<file path="src/rtl/fifo_vc_arbiter_if.sv">
// FIFO-side bus of the VC arbiter: input FIFO bank flags/heads, output FIFO
// bank flags, and the strobes/data the arbiter drives back to both banks.
interface fifo_vc_arbiter_if #(
  parameter int DATA_SIZE = 6
);
  logic [3:0]           in_empty;
  logic [DATA_SIZE-1:0] in_data0;
  logic [DATA_SIZE-1:0] in_data1;
  logic [DATA_SIZE-1:0] in_data2;
  logic [DATA_SIZE-1:0] in_data3;
  logic [3:0]           out_full;
  logic [3:0]           out_pause;
  logic [3:0]           pop;
  logic [3:0]           push;
  logic [DATA_SIZE-1:0] data_out;

  // Arbiter side
  modport master (
    input  in_empty, in_data0, in_data1, in_data2, in_data3,
    input  out_full, out_pause,
    output pop, push, data_out
  );

  // FIFO bank side
  modport slave (
    output in_empty, in_data0, in_data1, in_data2, in_data3,
    output out_full, out_pause,
    input  pop, push, data_out
  );
endinterface

</file>
<file path="src/rtl/fifo_vc_arbiter.sv">
// Round-robin (or fixed-priority) mover from four input FIFOs to four output
// FIFOs. One transfer every three cycles: IDLE arbitrates, XFER holds the
// strobes for one cycle, HOLD lets FIFO flags and head words settle.
module fifo_vc_arbiter #(
  parameter int DATA_SIZE   = 6,
  parameter bit ROUND_ROBIN = 1'b1
) (
  input  logic                clk,
  input  logic                reset,
  fifo_vc_arbiter_if.master   bus,
  output logic [1:0]          grant_ch,
  output logic                busy,
  output logic [7:0]          xfer_count
);

  typedef enum logic [1:0] {IDLE, XFER, HOLD} state_t;

  state_t               state_q, state_d;
  logic [3:0]           pop_q, pop_d;
  logic [3:0]           push_q, push_d;
  logic [DATA_SIZE-1:0] data_out_q, data_out_d;
  logic [1:0]           grant_ch_q, grant_ch_d;
  logic [1:0]           last_grant_q, last_grant_d;
  logic [7:0]           xfer_count_q, xfer_count_d;

  logic [DATA_SIZE-1:0] in_data [4];
  logic [1:0]           dest [4];
  logic [3:0]           eligible;
  logic                 found;
  logic [1:0]           win;
  logic [1:0]           cand;

  assign in_data[0] = bus.in_data0;
  assign in_data[1] = bus.in_data1;
  assign in_data[2] = bus.in_data2;
  assign in_data[3] = bus.in_data3;

  // Destination decode and per-input eligibility against the output flags
  always_comb begin
    for (int i = 0; i < 4; i++) begin
      dest[i]     = in_data[i][DATA_SIZE-1 -: 2];
      eligible[i] = !bus.in_empty[i] && !bus.out_full[dest[i]] && !bus.out_pause[dest[i]];
    end
  end

  // Pick the first eligible input in search order; blocked inputs are skipped
  always_comb begin
    found = 1'b0;
    win   = 2'd0;
    cand  = 2'd0;
    for (int k = 0; k < 4; k++) begin
      cand = ROUND_ROBIN ? 2'(last_grant_q + 2'(k + 1)) : 2'(k);
      if (!found && eligible[cand]) begin
        found = 1'b1;
        win   = cand;
      end
    end
  end

  // Next-state and registered-output logic for the IDLE/XFER/HOLD cycle
  always_comb begin
    state_d      = state_q;
    pop_d        = 4'b0000;
    push_d       = 4'b0000;
    data_out_d   = data_out_q;
    grant_ch_d   = grant_ch_q;
    last_grant_d = last_grant_q;
    xfer_count_d = xfer_count_q;
    case (state_q)
      IDLE: begin
        if (found) begin
          state_d      = XFER;
          pop_d        = 4'b0001 << win;
          push_d       = 4'b0001 << dest[win];
          data_out_d   = in_data[win];
          grant_ch_d   = win;
          last_grant_d = win;
        end
      end
      XFER: begin
        state_d      = HOLD;
        xfer_count_d = xfer_count_q + 8'd1;
      end
      HOLD: begin
        state_d = IDLE;
      end
      default: begin
        state_d = IDLE;
      end
    endcase
  end

  // State register; reset parks the rotation so ch0 is searched first
  always_ff @(posedge clk) begin
    if (reset) begin
      state_q      <= IDLE;
      pop_q        <= 4'b0000;
      push_q       <= 4'b0000;
      data_out_q   <= '0;
      grant_ch_q   <= 2'd0;
      last_grant_q <= 2'd3;
      xfer_count_q <= 8'd0;
    end else begin
      state_q      <= state_d;
      pop_q        <= pop_d;
      push_q       <= push_d;
      data_out_q   <= data_out_d;
      grant_ch_q   <= grant_ch_d;
      last_grant_q <= last_grant_d;
      xfer_count_q <= xfer_count_d;
    end
  end

  assign bus.pop      = pop_q;
  assign bus.push     = push_q;
  assign bus.data_out = data_out_q;
  assign grant_ch     = grant_ch_q;
  assign busy         = (state_q == XFER) || (state_q == HOLD);
  assign xfer_count   = xfer_count_q;

endmodule
</file>
<file path="src/flat_wrapper.sv">
// flat-port wrapper written by rule: the top's interface ports become plain ports
module fifo_vc_arbiter_flat 
#(
  parameter int DATA_SIZE   = 6,
  parameter bit ROUND_ROBIN = 1'b1
)
  (clk, reset, grant_ch, busy, xfer_count, bus_in_empty, bus_in_data0, bus_in_data1, bus_in_data2, bus_in_data3, bus_out_full, bus_out_pause, bus_pop, bus_push, bus_data_out);
  fifo_vc_arbiter_if #(.DATA_SIZE(DATA_SIZE)) bus_i ();
  input  logic clk;
  input  logic reset;
  output logic [1:0] grant_ch;
  output logic busy;
  output logic [7:0] xfer_count;
  input wire logic [$bits(bus_i.in_empty)-1:0] bus_in_empty;
  input wire logic [$bits(bus_i.in_data0)-1:0] bus_in_data0;
  input wire logic [$bits(bus_i.in_data1)-1:0] bus_in_data1;
  input wire logic [$bits(bus_i.in_data2)-1:0] bus_in_data2;
  input wire logic [$bits(bus_i.in_data3)-1:0] bus_in_data3;
  input wire logic [$bits(bus_i.out_full)-1:0] bus_out_full;
  input wire logic [$bits(bus_i.out_pause)-1:0] bus_out_pause;
  output wire logic [$bits(bus_i.pop)-1:0] bus_pop;
  output wire logic [$bits(bus_i.push)-1:0] bus_push;
  output wire logic [$bits(bus_i.data_out)-1:0] bus_data_out;
  assign bus_i.in_empty = bus_in_empty;
  assign bus_i.in_data0 = bus_in_data0;
  assign bus_i.in_data1 = bus_in_data1;
  assign bus_i.in_data2 = bus_in_data2;
  assign bus_i.in_data3 = bus_in_data3;
  assign bus_i.out_full = bus_out_full;
  assign bus_i.out_pause = bus_out_pause;
  assign bus_pop = bus_i.pop;
  assign bus_push = bus_i.push;
  assign bus_data_out = bus_i.data_out;
  fifo_vc_arbiter #(.DATA_SIZE(DATA_SIZE), .ROUND_ROBIN(ROUND_ROBIN)) u_core (.clk(clk), .reset(reset), .bus(bus_i), .grant_ch(grant_ch), .busy(busy), .xfer_count(xfer_count));
endmodule
</file>
<file path="config.mk">
export PLATFORM = sky130hd
export DESIGN_NAME = fifo_vc_arbiter_flat
export DESIGN_NICKNAME = d
export VERILOG_FILES = /design/src/rtl/fifo_vc_arbiter_if.sv /design/src/rtl/fifo_vc_arbiter.sv /design/src/flat_wrapper.sv
export SDC_FILE = /design/constraint.sdc
export NUM_CORES = 1
export LEC_CHECK = 0
export BUFFER_PORTS_ARGS = -buffer_cell sky130_fd_sc_hd__buf_2
export CAP_MARGIN = 15
export CORE_ASPECT_RATIO = 1.4
export CORE_MARGIN = 2
export CORE_UTILIZATION = 43
export CTS_CLUSTER_DIAMETER = 200
export DETAILED_ROUTE_END_ITERATION = 10
export GPL_ROUTABILITY_DRIVEN = 1
export PLACE_DENSITY = 0.76
export SLEW_MARGIN = 20
export SYNTH_ARGS = -nofsm -noshare
export SYNTH_HDL_FRONTEND = slang
export SYNTH_SLANG_ARGS = --single-unit
</file>
<file path="constraint.sdc">
create_clock -name clk -period 2.4 [get_ports clk]
set_clock_uncertainty 0.15 [all_clocks]
set_input_delay 0.24 -clock clk [delete_from_list [all_inputs] [get_ports clk]]
set_output_delay 0.24 -clock clk [all_outputs]
set_load 0.02 [all_outputs]
</file>
==> flow_metrics.env, run 1 <==
export IMPL_status="completed"
export IMPL_async_flop_share=0
export IMPL_p_per_area_mw_per_mm2=686
export IMPL_port_buffers=62
export IMPL_postSynthCellCount=154
export IMPL_post_drt_wl_per_cell_um=12.6
export IMPL_worstHoldEndpoint="u_core.bus.data_out[0]"
export IMPL_final_area_sq_mm=0.00212
export IMPL_r2r_start="u_core.last_grant_q[1]"
export IMPL_grt_pass1_wl_um=5510
export IMPL_syn_area_sq_mm=0.00151
export IMPL_initial_core_util=0.446
export IMPL_fin_crit_sh=0.996
export IMPL_firstDrtPassIters=4
export IMPL_whs_path_depth=3
export IMPL_clock_latency_ps=260
export IMPL_grt_overflow_total=0
export IMPL_final_util=0.627
export IMPL_synth_ff_type="dfxtp_1"
export IMPL_cts_sinks=28
export IMPL_die_area_sq_mm=0.00400
export IMPL_routed_wl_um=3450
export IMPL_cts_buffers_inserted=3
export IMPL_synth_fp_nets=197
export IMPL_ios=63
export IMPL_htree_levels=1
export IMPL_max_stage_delay_ps=490
export IMPL_synth_top_cell_by_area="dfxtp_1"
export IMPL_finalCriticalPeriod_ps=2390
export IMPL_cts_hold_buf=0
export IMPL_synth_top_area_frac=0.372
export IMPL_avgSynthCellArea_sq_um=9.79
export IMPL_antenna_found_initial=0
export IMPL_cts_root_buf="clkbuf_8"
export IMPL_worstMarginPinSlew_ps=348
export IMPL_yosys_warnings=0
export IMPL_regArea_sq_um=561
export IMPL_synth_edff_count=0
export IMPL_gp_congestion=0.777
export IMPL_area_growth_pct=40.4
export IMPL_worstSetupPathType="primary input to flop"
export IMPL_path_cells="buf_6 -> or2_1 -> mux4_2 -> or3_4 -> o211a_4 -> nor2_4 -> mux2_4 -> a221o_1"
export IMPL_hold_violations=0
export IMPL_crit_path_max_fanout=6
export IMPL_worstPathRequired_ps=2410
export IMPL_ys_ff_latch=28
export IMPL_min_from="bus_in_data1[0]"
export IMPL_antenna_left=0
export IMPL_nNetsFinal=279
export IMPL_clk_pin_slew_ps=90
export IMPL_num_vias=1452
export IMPL_crit_slowest_cell="mux4_2"
export IMPL_grt_pass1_vias=1346
export IMPL_synthTopCellsByArea="dfxtp_1 37%, mux2i_1 8.6%, nor2_1 5.0%"
export IMPL_ir_drop_uv=509
export IMPL_critPathCaptureType="flop"
export IMPL_cp_num_buf_inv=1
export IMPL_dpl_instance_area_sq_mm=0.00197
export IMPL_rows=25
export IMPL_cp_top_family="multiplexers"
export IMPL_grt_max_degree=17
export IMPL_dieWidth_um=54.0
export IMPL_drive_gt1_frac=0.443
export IMPL_multi_input_area_sq_um=938
export IMPL_r2r_end="u_core.bus.data_out[5]"
export IMPL_detailed_place_hpwl_um=2820
export IMPL_ctsLongestPathBuffers=2
export IMPL_pre_cts_slack_ps=-351
export IMPL_fmax_mhz=418
export IMPL_cts_tree="done"
export IMPL_coreArea_sq_mm=0.00338
export IMPL_drtIter0Drc=22
export IMPL_drc=0
export IMPL_diodes=0
export IMPL_fillCellCount=298
export IMPL_via_per_inst=5.28
export IMPL_leakage_uw=0.000966
export IMPL_arrival_ps=2400
export IMPL_setup_ws_ps=9.54
export IMPL_yosys_cell_types_count=45
export IMPL_ys_seq_area_frac=0.372
export IMPL_timing_final_max_slew_violations=0
export IMPL_grt_setup_unrepaired="yes"
export IMPL_die_h_um=74.1
export IMPL_worstHoldPathType="primary input to flop"
export IMPL_hold_ws_ps=123
export IMPL_r2r_cells=5
export IMPL_reg2reg_setup_slack_ps=390
export IMPL_worstSetupStartpointType="primary input"
export IMPL_finalSetupViolCount=0
export IMPL_slew_headroom=0.766
export IMPL_track_usage=0.179
export IMPL_maxCapViolCount=0
[cell type report]
class,count,area share
Multi-Input combinational cell,117,0.443
Sequential cell,28,0.265
Timing Repair Buffer,81,0.226
Tap cell,40,0.0236
Clock buffer,3,0.0195
Clock inverter,1,0.0142
Inverter,5,0.00887
[logic make-up (layout without fill, tap and decap cells)]
kind of cell             count (synthesis)  after routing  share of synthesized area
AO/OA/AOI/OAI                           26             26                      0.138
XOR/XNOR                                 5              5                     0.0290
adder cells (fa/ha/maj)                  5              5                     0.0415
buffers and inverters                    9             90                     0.0274
flip-flops                              28             28                      0.372
multiplexers                            20             20                      0.176
AND/OR/NAND/NOR                         61             61                      0.217
[routing by layer]
metal | vias up | GRT usage | part of all wire
met1 | 682 | 0.195 | 0.39
met4 | 0 | 0.0417 | 0.0046
met5 | - | 0 | 0
li1 | 729 | - | -
met3 | 2 | 0.0261 | 0.046
met2 | 39 | 0.351 | 0.56
[metrics by stage]
step,instances,total power [uW],setup TNS (ps)
2_1_floorplan,154,907,-724
3_3_place_gp,269,1070,-2500
3_5_place_dp,269,1080,-3490
4_1_cts,275,1450,0
5_1_grt,275,1540,-78.9
6_report,275,1450,0
[flip-flops by register name, summed over array words and instances (netlist names)]
name                 flops
u_core.xfer_count        8
u_core.bus.data_out      6
u_core.bus.pop           4
u_core.bus.push          4
u_core.grant_ch          2
u_core.last_grant_q      2
u_core.state_q           2
[layout by cell type, fill, tap and decap left out, types with 2 or more instances in the layout]
master     n
or2_1      2
dfxtp_1   28
a32o_1     2
clkbuf_8   3
inv_1      5
nand2_1    6
buf_2     58
or2_4      2
and2_1     2
nor2b_1    3
o221ai_1   5
nor3_1     4
mux2i_1   12
buf_6      4
xor2_1     4
buf_4     19
or3_1      2
mux4_2     3
a21oi_1    4
mux2_2     2
nand4_1    4
o21ai_0    5
nand3_1    5
nor2_1    20
ha_1       5
[what timing repair did]
action | CTS | global route
pin swaps | 2 | 3
buffers inserted | 2 | 0
resized for setup | 3 | 10
endpoints found under the hold margin | 0 | 0
setup endpoints to repair | 1 | 10
[synthesized netlist by cell type (2+ instances only)]
master and instances:
xor2_1 4, nand3_1 5, inv_1 5, a21oi_1 4, o32ai_1 2, mux2_2 2, or3_1 3, or2_1 3
nand2_1 6, o221ai_1 5, mux4_1 2, nor2b_1 3, dfxtp_1 28, clkbuf_1 3, nor2_1 20, mux4_2 2
o21ai_0 5, and2_1 2, nand4_1 4, mux2i_1 13, ha_1 5, a32o_1 2, nor3_1 4
[worst reg2reg max path: stages (launching register included)]
cell,delay [ps]
dfxtp_1,370
or4_4,580
o21ai_4,100
nor2_4,70
mux2_4,330
a221o_1,320
[where the power goes]
group          internal, uW  switching, uW
clock network           223            135
registers               528           46.2
logic                   242            278
[how the worst max path moves through the flow]
stage	depth (start not counted)	to	start	slack, ps
2_1_floorplan	7	u_core.bus.data_out[5]	bus_out_pause[3]	-210
3_3_place_gp	8	u_core.bus.data_out[5]	bus_out_pause[3]	-280
3_5_place_dp	8	u_core.bus.data_out[5]	bus_out_pause[3]	-350
4_1_cts	8	u_core.bus.data_out[5]	bus_out_full[3]	1
5_1_grt	9	u_core.bus.data_out[3]	bus_out_full[3]	-30
6_report	8	u_core.bus.data_out[5]	bus_out_full[3]	10
Power figures use the tool's default switching activity.
==> run 2: changes to the inputs <==
Settings changed: CORE_UTILIZATION 43 to 47, PLACE_DENSITY 0.76 to 0.79.
Clock period 2.4 ns to 2.6 ns, I/O delays scaled along.
==> flow_metrics.env, run 2 (same netlist as run 1, synthesis figures left out) <==
export IMPL_final_util=0.651
export IMPL_rows=24
export IMPL_diodes=0
export IMPL_fin_crit_sh=0.932
export IMPL_maxCapViolCount=0
export IMPL_ctsLongestPathBuffers=2
export IMPL_nNetsFinal=273
export IMPL_worstSetupStartpointType="primary input"
export IMPL_leakage_uw=0.000918
export IMPL_clock_latency_ps=260
export IMPL_arrival_ps=2440
export IMPL_via_per_inst=5.37
export IMPL_num_vias=1438
export IMPL_crit_start="bus_out_pause[3]"
export IMPL_pre_cts_slack_ps=-129
export IMPL_setup_tns_ps=0
export IMPL_cts_hold_buf=0
export IMPL_worstHoldEndpoint="u_core.bus.data_out[3]"
export IMPL_drive_gt1_frac=0.402
export IMPL_final_common_cell="buf_2"
export IMPL_grt_pass1_wl_um=5600
export IMPL_worstPathRequired_ps=2620
export IMPL_finalSetupViolCount=0
export IMPL_firstDrtPassIters=3
export IMPL_finalCriticalPeriod_ps=2420
export IMPL_r2r_start="u_core.last_grant_q[1]"
export IMPL_die_area_sq_mm=0.00368
export IMPL_crit_slowest_cell="mux4_2"
export IMPL_worstHoldPathType="primary input to flop"
export IMPL_grt_pass1_vias=1339
export IMPL_grt_setup_unrepaired="no"
export IMPL_die_h_um=71.0
export IMPL_ios=63
export IMPL_detailed_place_hpwl_um=2740
export IMPL_layoutNonFillerInstCount=268
export IMPL_routed_wl_um=3330
export IMPL_crit_path_max_fanout=5
export IMPL_min_from="bus_in_data0[3]"
export IMPL_layout_common_cells="62 x buf_2, 28 x dfxtp_1, 20 x nor2_1"
export IMPL_r2r_end="u_core.bus.data_out[5]"
export IMPL_post_drt_wl_per_cell_um=12.4
export IMPL_final_area_sq_mm=0.00201
export IMPL_area_growth_pct=33.6
export IMPL_dpl_instance_area_sq_mm=0.00194
export IMPL_htree_levels=1
export IMPL_fmax_mhz=413
export IMPL_cp_num_buf_inv=1
export IMPL_post_cts_setup_buffer_count=0
export IMPL_antenna_found_initial=0
export IMPL_status="completed"
export IMPL_cts_tree="done"
export IMPL_critPathCaptureType="flop"
export IMPL_cts_buffers_inserted=3
export IMPL_reg2reg_setup_slack_ps=590
export IMPL_max_stage_delay_ps=480
export IMPL_cp_top_family="multiplexers"
export IMPL_r2r_cells=5
export IMPL_whs_path_depth=3
export IMPL_worstMarginPinSlew_ps=332
export IMPL_coreArea_sq_mm=0.00309
export IMPL_gp_congestion=0.741
export IMPL_port_buffers=62
export IMPL_path_cells="buf_2 -> or2_0 -> mux4_2 -> or3_1 -> o211a_2 -> nor2_4 -> mux2_4 -> a221o_1"
export IMPL_placedCellCount=264
export IMPL_setup_ws_ps=176
export IMPL_cts_root_buf="clkbuf_8"
export IMPL_p_per_area_mw_per_mm2=652
export IMPL_largest_reg_flops=8
export IMPL_clk_pin_slew_ps=90
export IMPL_fillCellCount=267
export IMPL_hold_violations=0
export IMPL_drtIter0Drc=18
export IMPL_cts_sinks=28
export IMPL_grt_overflow_total=0
export IMPL_timing_final_max_slew_violations=0
export IMPL_initial_core_util=0.487
export IMPL_dieWidth_um=51.9
export IMPL_worstSetupPathType="primary input to flop"
export IMPL_grt_max_degree=17
export IMPL_ir_drop_uv=471
export IMPL_track_usage=0.192
export IMPL_antenna_left=0
export IMPL_drc=0
export IMPL_slew_headroom=0.773
-- run 2: cell types whose count changed in the layout (fill, tap and decap cells not counted), moves of 2 or more --
cell and delta:
or2_4 -2, buf_6 -4, buf_2 +4, buf_4 -6
-- run 2: worst max-delay path by stage --
stage	to	cells after the start	slack [ps]
after global routing	u_core.bus.push[3]	10	50
after global placement	u_core.bus.data_out[5]	8	-60
after CTS	u_core.bus.data_out[5]	8	170
after floorplan	u_core.bus.data_out[5]	7	-30
final	u_core.bus.data_out[5]	8	180
after detailed placement	u_core.bus.data_out[5]	8	-130
-- run 2: metrics by stage --
| stage | hold WS, ps | total power, uW |
|---|---|---|
| floorplan | 179 | 837 |
| global placement | 299 | 985 |
| detailed placement | 307 | 995 |
| CTS | 153 | 1330 |
| global route | 154 | 1390 |
| finish | 154 | 1310 |
-- run 2: metal layers --
metal  part of all wire  wire length, um  global-route usage  vias up
li1                   -                -                   -      724
met1               0.39             1310               0.211      675
met2               0.55             1840               0.363       37
met3              0.049              163              0.0380        2
met4             0.0060               20              0.0497        0
met5                  0                0                   0        -
-- run 2: timing repair --
action	CTS	global route
endpoints found under the setup margin	0	1
hold endpoints to repair	0	0
resized for setup	0	1
-- run 2: final cells by class --
cell class                 count  area (sq um)  area share
clock buffer                   3          41.3      0.0205
clock inverter                 1          30.0      0.0149
inverter                       5          18.8     0.00932
multi-input combinational    117           907       0.450
sequential                    28           561       0.278
tap                           39          48.8      0.0242
timing repair buffer          75           408       0.202
-- run 2: tightest hold or removal path, delay by kind of cell --
kind	cells	cell delay, ps
compound gates	1	160
mux	1	50
buf+inv	1	70
-- run 2: where the power goes --
part	switching, uW	internal [uW]
Clock	123	206
Sequential	41.7	487
Combinational	251	205
Total	416	898
